--- config.mk ---
export PLATFORM = sky130hd
export DESIGN_NAME = inner_fn_lat
export DESIGN_NICKNAME = d
export VERILOG_FILES = /design/src/rtl/inner_fn_lat.sv
export SDC_FILE = /design/constraint.sdc
export NUM_CORES = 2
export LEC_CHECK = 0
export CAP_MARGIN = 10
export CORE_ASPECT_RATIO = 0.5
export CORE_MARGIN = 4
export CORE_UTILIZATION = 55
export DETAILED_ROUTE_END_ITERATION = 10
export GPL_ROUTABILITY_DRIVEN = 0
export PLACE_DENSITY = 0.79
export SLEW_MARGIN = 20
export SYNTH_ARGS = -nofsm -noshare
export SYNTH_HDL_FRONTEND = slang
export SYNTH_SLANG_ARGS = --single-unit
--- constraint.sdc ---
create_clock -name clock -period 12.9 [get_ports clock]
set_input_delay 1.29 -clock clock [delete_from_list [all_inputs] [get_ports clock]]
set_output_delay 1.29 -clock clock [all_outputs]
set_load 0.02 [all_outputs]
--- src/rtl/inner_fn_lat.sv ---
`default_nettype none
// ============================================================================
//  Module      : inner_fn_lat
//  Description : Multi-cycle single-precision function unit with a start/done
//                handshake and clock-enable qualifier. It computes
//                f(x) = 0.5*x + x^2 * cos((x - 128)/128). The cosine comes
//                from an iterative CORDIC that does one micro-rotation per
//                enabled edge.
//  Revision    : 1.0 - initial release
// ============================================================================
module inner_fn_lat #(
  parameter int CORDIC_ITERS = 16
) (
  input  logic        clock,
  input  logic        aclr,
  input  logic        clk_en,
  input  logic        start,
  input  logic [31:0] dataa,
  output logic [31:0] result,
  output logic        done
);

  localparam int LATENCY = CORDIC_ITERS + 6;
  localparam int CW      = $clog2(LATENCY + 1);

  // Schedule of datapath steps, indexed by enabled edges after the start edge
  localparam logic [CW-1:0] C_UNPACK = CW'(1);
  localparam logic [CW-1:0] C_INIT   = CW'(2);
  localparam logic [CW-1:0] C_IT0    = CW'(3);
  localparam logic [CW-1:0] C_ITN    = CW'(CORDIC_ITERS + 2);
  localparam logic [CW-1:0] C_MUL    = CW'(CORDIC_ITERS + 3);
  localparam logic [CW-1:0] C_SUM    = CW'(CORDIC_ITERS + 4);
  localparam logic [CW-1:0] C_NORM   = CW'(CORDIC_ITERS + 5);
  localparam logic [CW-1:0] C_PACK   = CW'(LATENCY);

  // The CORDIC carries 4 guard bits below Q.16 (Q.20 internally) so that
  // truncation in the micro-rotations stays below the Q1.16 cosine LSB.
  // The gain constant is K = 0.607253 expressed in Q1.20.
  localparam logic signed [23:0] K_INIT = 24'sd636751;

  typedef enum logic [1:0] {
    S_IDLE = 2'd0,
    S_BUSY = 2'd1,
    S_DONE = 2'd2
  } state_t;

  state_t               state_q;
  logic [CW-1:0]        cnt_q;
  logic [31:0]          xin_q;
  logic [23:0]          fx_q;      // x in unsigned Q8.16
  logic [47:0]          x2_q;      // x^2 in unsigned Q16.32
  logic signed [23:0]   cx_q, cy_q, cz_q;
  logic signed [34:0]   p_q;       // x^2*cos, in units of 2^-16
  logic signed [35:0]   s_q;       // p + x/2, in units of 2^-16
  logic [7:0]           exp_q;
  logic [22:0]          mant_q;
  logic                 zero_q;
  logic [31:0]          result_q;
  logic                 done_q;

  // arctan(2^-i) in Q2.20
  function automatic logic [23:0] atan_lut(input int i);
    case (i)
      0:       atan_lut = 24'd823550;
      1:       atan_lut = 24'd486170;
      2:       atan_lut = 24'd256879;
      3:       atan_lut = 24'd130396;
      4:       atan_lut = 24'd65451;
      5:       atan_lut = 24'd32757;
      6:       atan_lut = 24'd16383;
      7:       atan_lut = 24'd8192;
      8:       atan_lut = 24'd4096;
      default: atan_lut = (i <= 20) ? 24'(1 << (20 - i)) : 24'd0;
    endcase
  endfunction

  logic [7:0]  ex;
  logic [23:0] mant24;
  logic [23:0] fx_d;
  // Unpack the float to Q8.16. Bits below 2^-16 are truncated. A negative
  // operand is outside the domain and is flushed to zero.
  always_comb begin
    ex     = xin_q[30:23];
    mant24 = {1'b1, xin_q[22:0]};
    if (xin_q[31])
      fx_d = '0;
    else if (ex >= 8'd134)
      fx_d = mant24 << (ex - 8'd134);
    else
      fx_d = mant24 >> (8'd134 - ex);
  end

  logic signed [23:0] a_d;
  logic [47:0]        x2_d;
  // Compute the angle a = x/128 - 1 in Q.20 and the square x^2
  always_comb begin
    a_d  = $signed({3'b000, fx_q[23:3]}) - $signed(24'h100000);
    x2_d = {24'd0, fx_q} * {24'd0, fx_q};
  end

  logic [CW-1:0]      iter_idx;
  logic signed [23:0] xs, ys, at;
  logic signed [23:0] cx_d, cy_d, cz_d;
  // One CORDIC micro-rotation, steered by the sign of the residual angle
  always_comb begin
    iter_idx = cnt_q - C_IT0;
    xs       = cx_q >>> iter_idx;
    ys       = cy_q >>> iter_idx;
    at       = $signed(atan_lut(int'(iter_idx)));
    if (!cz_q[23]) begin
      cx_d = cx_q - ys;
      cy_d = cy_q + xs;
      cz_d = cz_q - at;
    end else begin
      cx_d = cx_q + ys;
      cy_d = cy_q - xs;
      cz_d = cz_q + at;
    end
  end

  logic signed [17:0] cos_d;
  logic signed [66:0] prod_d;
  logic signed [34:0] p_d;
  logic signed [35:0] s_d;
  // Round the cosine to Q1.16, multiply by x^2 and add x/2
  always_comb begin
    cos_d  = 18'((cx_q + 24'sd8) >>> 4);
    prod_d = $signed({19'd0, x2_q}) * $signed({{49{cos_d[17]}}, cos_d});
    p_d    = 35'(prod_d >>> 32);
    s_d    = $signed({p_q[34], p_q}) + $signed({13'd0, fx_q[23:1]});
  end

  logic [5:0]  lead_d;
  logic [35:0] norm_d;
  logic [7:0]  exp_d;
  logic [22:0] mant_d;
  logic        zero_d;
  // Leading-one detection and normalisation. A negative sum (only possible
  // outside the domain) is flushed to +0.
  always_comb begin
    lead_d = '0;
    for (int i = 0; i < 35; i++) begin
      if (s_q[i]) lead_d = 6'(i);
    end
    zero_d = s_q[35] | (s_q == '0);
    norm_d = $unsigned(s_q) << (6'd35 - lead_d);
    mant_d = 23'(norm_d >> 12);
    exp_d  = {2'b00, lead_d} + 8'd111;
  end

  // Control FSM and datapath registers. All state advances only on enabled edges.
  always_ff @(posedge clock or posedge aclr) begin
    if (aclr) begin
      state_q  <= S_IDLE;
      cnt_q    <= '0;
      xin_q    <= '0;
      fx_q     <= '0;
      x2_q     <= '0;
      cx_q     <= '0;
      cy_q     <= '0;
      cz_q     <= '0;
      p_q      <= '0;
      s_q      <= '0;
      exp_q    <= '0;
      mant_q   <= '0;
      zero_q   <= 1'b0;
      result_q <= '0;
      done_q   <= 1'b0;
    end else if (clk_en) begin
      done_q <= 1'b0;
      case (state_q)
        S_IDLE: begin
          if (start) begin
            xin_q   <= dataa;
            cnt_q   <= C_UNPACK;
            state_q <= S_BUSY;
          end
        end
        S_BUSY: begin
          cnt_q <= cnt_q + CW'(1);
          if (cnt_q == C_UNPACK) fx_q <= fx_d;
          if (cnt_q == C_INIT) begin
            cx_q <= K_INIT;
            cy_q <= '0;
            cz_q <= a_d;
            x2_q <= x2_d;
          end
          if (cnt_q >= C_IT0 && cnt_q <= C_ITN) begin
            cx_q <= cx_d;
            cy_q <= cy_d;
            cz_q <= cz_d;
          end
          if (cnt_q == C_MUL) p_q <= p_d;
          if (cnt_q == C_SUM) s_q <= s_d;
          if (cnt_q == C_NORM) begin
            exp_q  <= exp_d;
            mant_q <= mant_d;
            zero_q <= zero_d;
          end
          if (cnt_q == C_PACK) begin
            result_q <= zero_q ? 32'd0 : {1'b0, exp_q, mant_q};
            done_q   <= 1'b1;
            state_q  <= S_DONE;
          end
        end
        S_DONE: begin
          state_q <= S_IDLE;
        end
        default: begin
          state_q <= S_IDLE;
        end
      endcase
    end
  end

  assign result = result_q;
  assign done   = done_q;

endmodule
`default_nettype wire

==> metrics.md <==
| Metric | Value |
|---|---|
| Area growth from synthesis to layout | 5.48% |
| Root Driver | clkbuf_16 |
| Ys flop type | dfrtp_1 |
| Status | finished clean |
| Crit Path Category | flop to flop |
| Routed vias | 53317 |
| Worst-margin pin slew | 1.15 ns |
| Count of maximum capacitance violations | 0 |
| Row count | 90 |
| # fillers | 10237 |
| WP data arrival | 10.79 ns |
| Synth Cell Area | 67100 sq um |
| CTS Hold Buffers Added | 0 |
| RSZ-0062 raised after global routing | false |
| Clk_skew | 0.0324 ns |
| R2r startpoint | cx_q[3] |
| Sequential power share | 10.1% |
| Asr flop ratio synth | 100% |
| Clock Pin Slew Worst Setup and Hold Paths | 0.07 ns |
| Mux contribution to synthesized area | 5.49% |
| Die height | 255 um |
| Required time of the worst setup path | 13.35 ns |
| Largest net degree at the start of global routing | 106 |
| CTS tree | built |
| Multi-input gate area | 52800 sq um |
| GR Overflow Total | 0 |
| Fmax | 0.0967 GHz |
| Utilization after layout | 58.6% |
| Lkg Pwr | 34.4 nW |
| Psw | 10.4 mW |
| Setup crit end kind | flop |
| Ant diodes | 0 |
| CTS max path bufs | 3 |
| Core ar. | 121000 sq um |
| Combinational family with the most area after synthesis | adder cells |
| Power density over cell area | 259 nW/um^2 |
| Synth Warn # | 0 |
| Max_slew headroom | 23.0% |
| Kind of start point of the critical path | flop |
| Setup crit start | cx_q[3] |
| Initial Utilization | 55.5% |
| Delay of the slowest cell on the worst path | 0.92 ns |
| # H-tree levels | 2 |
| I/O Buffers | 67 |
| Dpl cells | 9038 |
| Post-synthesis sequential area ratio | 11.8% |
| Post-Synth XOR/XNOR Area | 3.49% |
| Setup violators final | 0 |
| I/O Pins | 69 |
| Start point of the worst hold path | result[24] |
| Routed wire length per instance | 19.8 um |
| Clock sinks | 317 |
| Max Slew Vio Count | 0 |
| Share of layout cells above drive strength 1 | 5.35% |
| Post-layout min period | 10.34 ns |
| DRC viols | 0 |
| Final period util | 80.1% |
| Iter 0 DRT Violations | 5374 |
| Worst-path fanout max | 28 |
| Setup TNS Final | 0 ns |
| Mapped Cells | 7653 |
| Most used cell, CP | fa_1 |
| Post-synthesis adder-cell area fraction | 43.4% |
| Clock buffer count from CTS | 39 |
| Yosys reg bits | 317 |
| Comb power frac | 83.1% |
| Die width | 502 um |
| Overall Global Routing Usage | 28.8% |
| Post-CTS setup repair buffer count | 0 |
| Nets@finish | 9135 |
| EDFF count, synth | 0 |
| Power share of the clock group | 6.8% |
| Post-synthesis compound-gate area fraction | 9.96% |
| Synth Area in Simple Gates | 15.7% |
| Die ar. | 128000 sq um |
| PostCTS Resize Cnt | 0 |
| Clock latency on the worst-skew pair | 0.60 ns |
| Internal Pwr Total | 7.96 mW |
| Hold WC Path Type | flop to flop |
| Final ANT Viol Nets | 0 |
| Antenna violations before repair | 5 |
| Vias in the first global route | 55002 |
| Hold Vio Cnt, Final | 0 |
| Commonest cells after routing, fill and taps aside | 1339 x inv_1, 1175 x nand2_1, 1159 x fa_1 |
| Via-to-Cell Ratio | 5.85 |
| Sequential Area | 7940 sq um |
| Sw frac | 56.6% |
| Avg Cell Area, Syn | 8.77 sq um |
| First-pass GRT wire length | 295000 um |
| HPWL after DPL | 137000 um |
| Distinct cells, synth | 98 |
| Worst path slowest cell | xnor2_2 |
| Post-Route WL | 180000 um |
| Layout Cells excl Fill | 9108 |
| VDD IR max | 0.315 mV |
| TritonRoute pass-1 iters | 7 |
| Most common cell after layout, fill and taps aside | inv_1 |
-- state kept, by name, summed over array words and instances (netlist names) --
| name | count |
|---|---|
| xin_q | 32 |
| p_q | 35 |
| exp_q | 8 |
| fx_q | 24 |
| x2_q | 47 |
| cz_q | 24 |
| done | 1 |
| cnt_q | 5 |
| zero_q | 1 |
| mant_q | 23 |
| cy_q | 24 |
| result | 31 |
| state_q | 2 |
| cx_q | 24 |
| s_q | 36 |
-- power by group through the flow --
stage          Sequential (mW)  Combinational, mW  Clock [mW]
2_1_floorplan             1.52               11.5           0
3_3_place_gp              1.84               14.5           0
3_5_place_dp              1.85               14.8           0
4_1_cts                   1.83               14.9        1.26
5_1_grt                   1.90               16.8        1.30
6_report                  1.86               15.2        1.25
-- metrics by stage --
| stage | area, sq um | hold WS [ns] | worst slack [ns] | power, mW |
|---|---|---|---|---|
| 4_1_cts | 70800 | 0.484 | 2.64 | 18.0 |
| 5_1_grt | 70800 | 0.509 | 2.06 | 20.0 |
| 3_5_place_dp | 69300 | 0.470 | 2.67 | 16.6 |
| 3_3_place_gp | 69300 | 0.460 | 2.90 | 16.3 |
| 6_report | 70800 | 0.480 | 2.56 | 18.3 |
| 2_1_floorplan | 67100 | 0.445 | 2.84 | 13.0 |
-- per-layer routing --
metal	track usage [%]	wire length, um	vias to the layer above
met5	0	27	-
met4	7.68	5350	4
met3	7.00	21000	454
met2	45.3	80700	2722
met1	40.3	73000	26464
li1	-	-	23673
-- worst max-delay path, delay by kind of cell (launching register included) --
kind                       cells  cell delay, ns
xor gates and xnor gates       2            1.07
AOI/OAI and AO/OA             11            3.23
and+or+nand+nor                5            1.17
buffers and inverters          4            0.69
adders and majority gates      8            3.53
DFF                            1            0.50
-- kinds of logic after synthesis --
group / count (synthesis)
compound gates: 1086
xor+xnor: 267
fa+ha+maj: 1630
buf+inv: 1773
flops: 317
mux: 268
other cells: 2
simple gates: 2310
-- final timing paths --
check	to	slack, ns	cells after the start
setup reg to reg	p_q[34]	2.56	30
setup / recovery	p_q[34]	2.56	30
max in group asynchronous	x2_q[22]	9.63	4
hold / removal	result[24]	0.48	2
min in group asynchronous	xin_q[6]	1.24	2
hold reg to reg	result[24]	0.48	2
-- layout make-up --
class | count | area share [%]
Clock buffer | 48 | 1.53
Inverter | 1346 | 7.15
Sequential cell | 317 | 11.2
Clock inverter | 22 | 0.460
Tap cell | 1610 | 2.85
Multi-Input combinational cell | 5577 | 74.6
Timing Repair Buffer | 188 | 2.23
-- cell usage after synthesis (129+ instances only) --
| cell type | n | area share, % |
|---|---|---|
| fa_1 | 1159 | 35 |
| xnor2_1 | 143 | 1.9 |
| o21ai_0 | 339 | 2.5 |
| and2_1 | 363 | 3.4 |
| clkbuf_1 | 338 | 1.9 |
| inv_1 | 1340 | 7.5 |
| a21oi_1 | 295 | 2.2 |
| dfrtp_1 | 317 | 12 |
| nor2_1 | 324 | 1.8 |
| ha_1 | 471 | 8.8 |
| nand2_1 | 1179 | 6.6 |
| mux2i_1 | 129 | 1.9 |
Note: power is estimated with default switching activity, not from simulation.
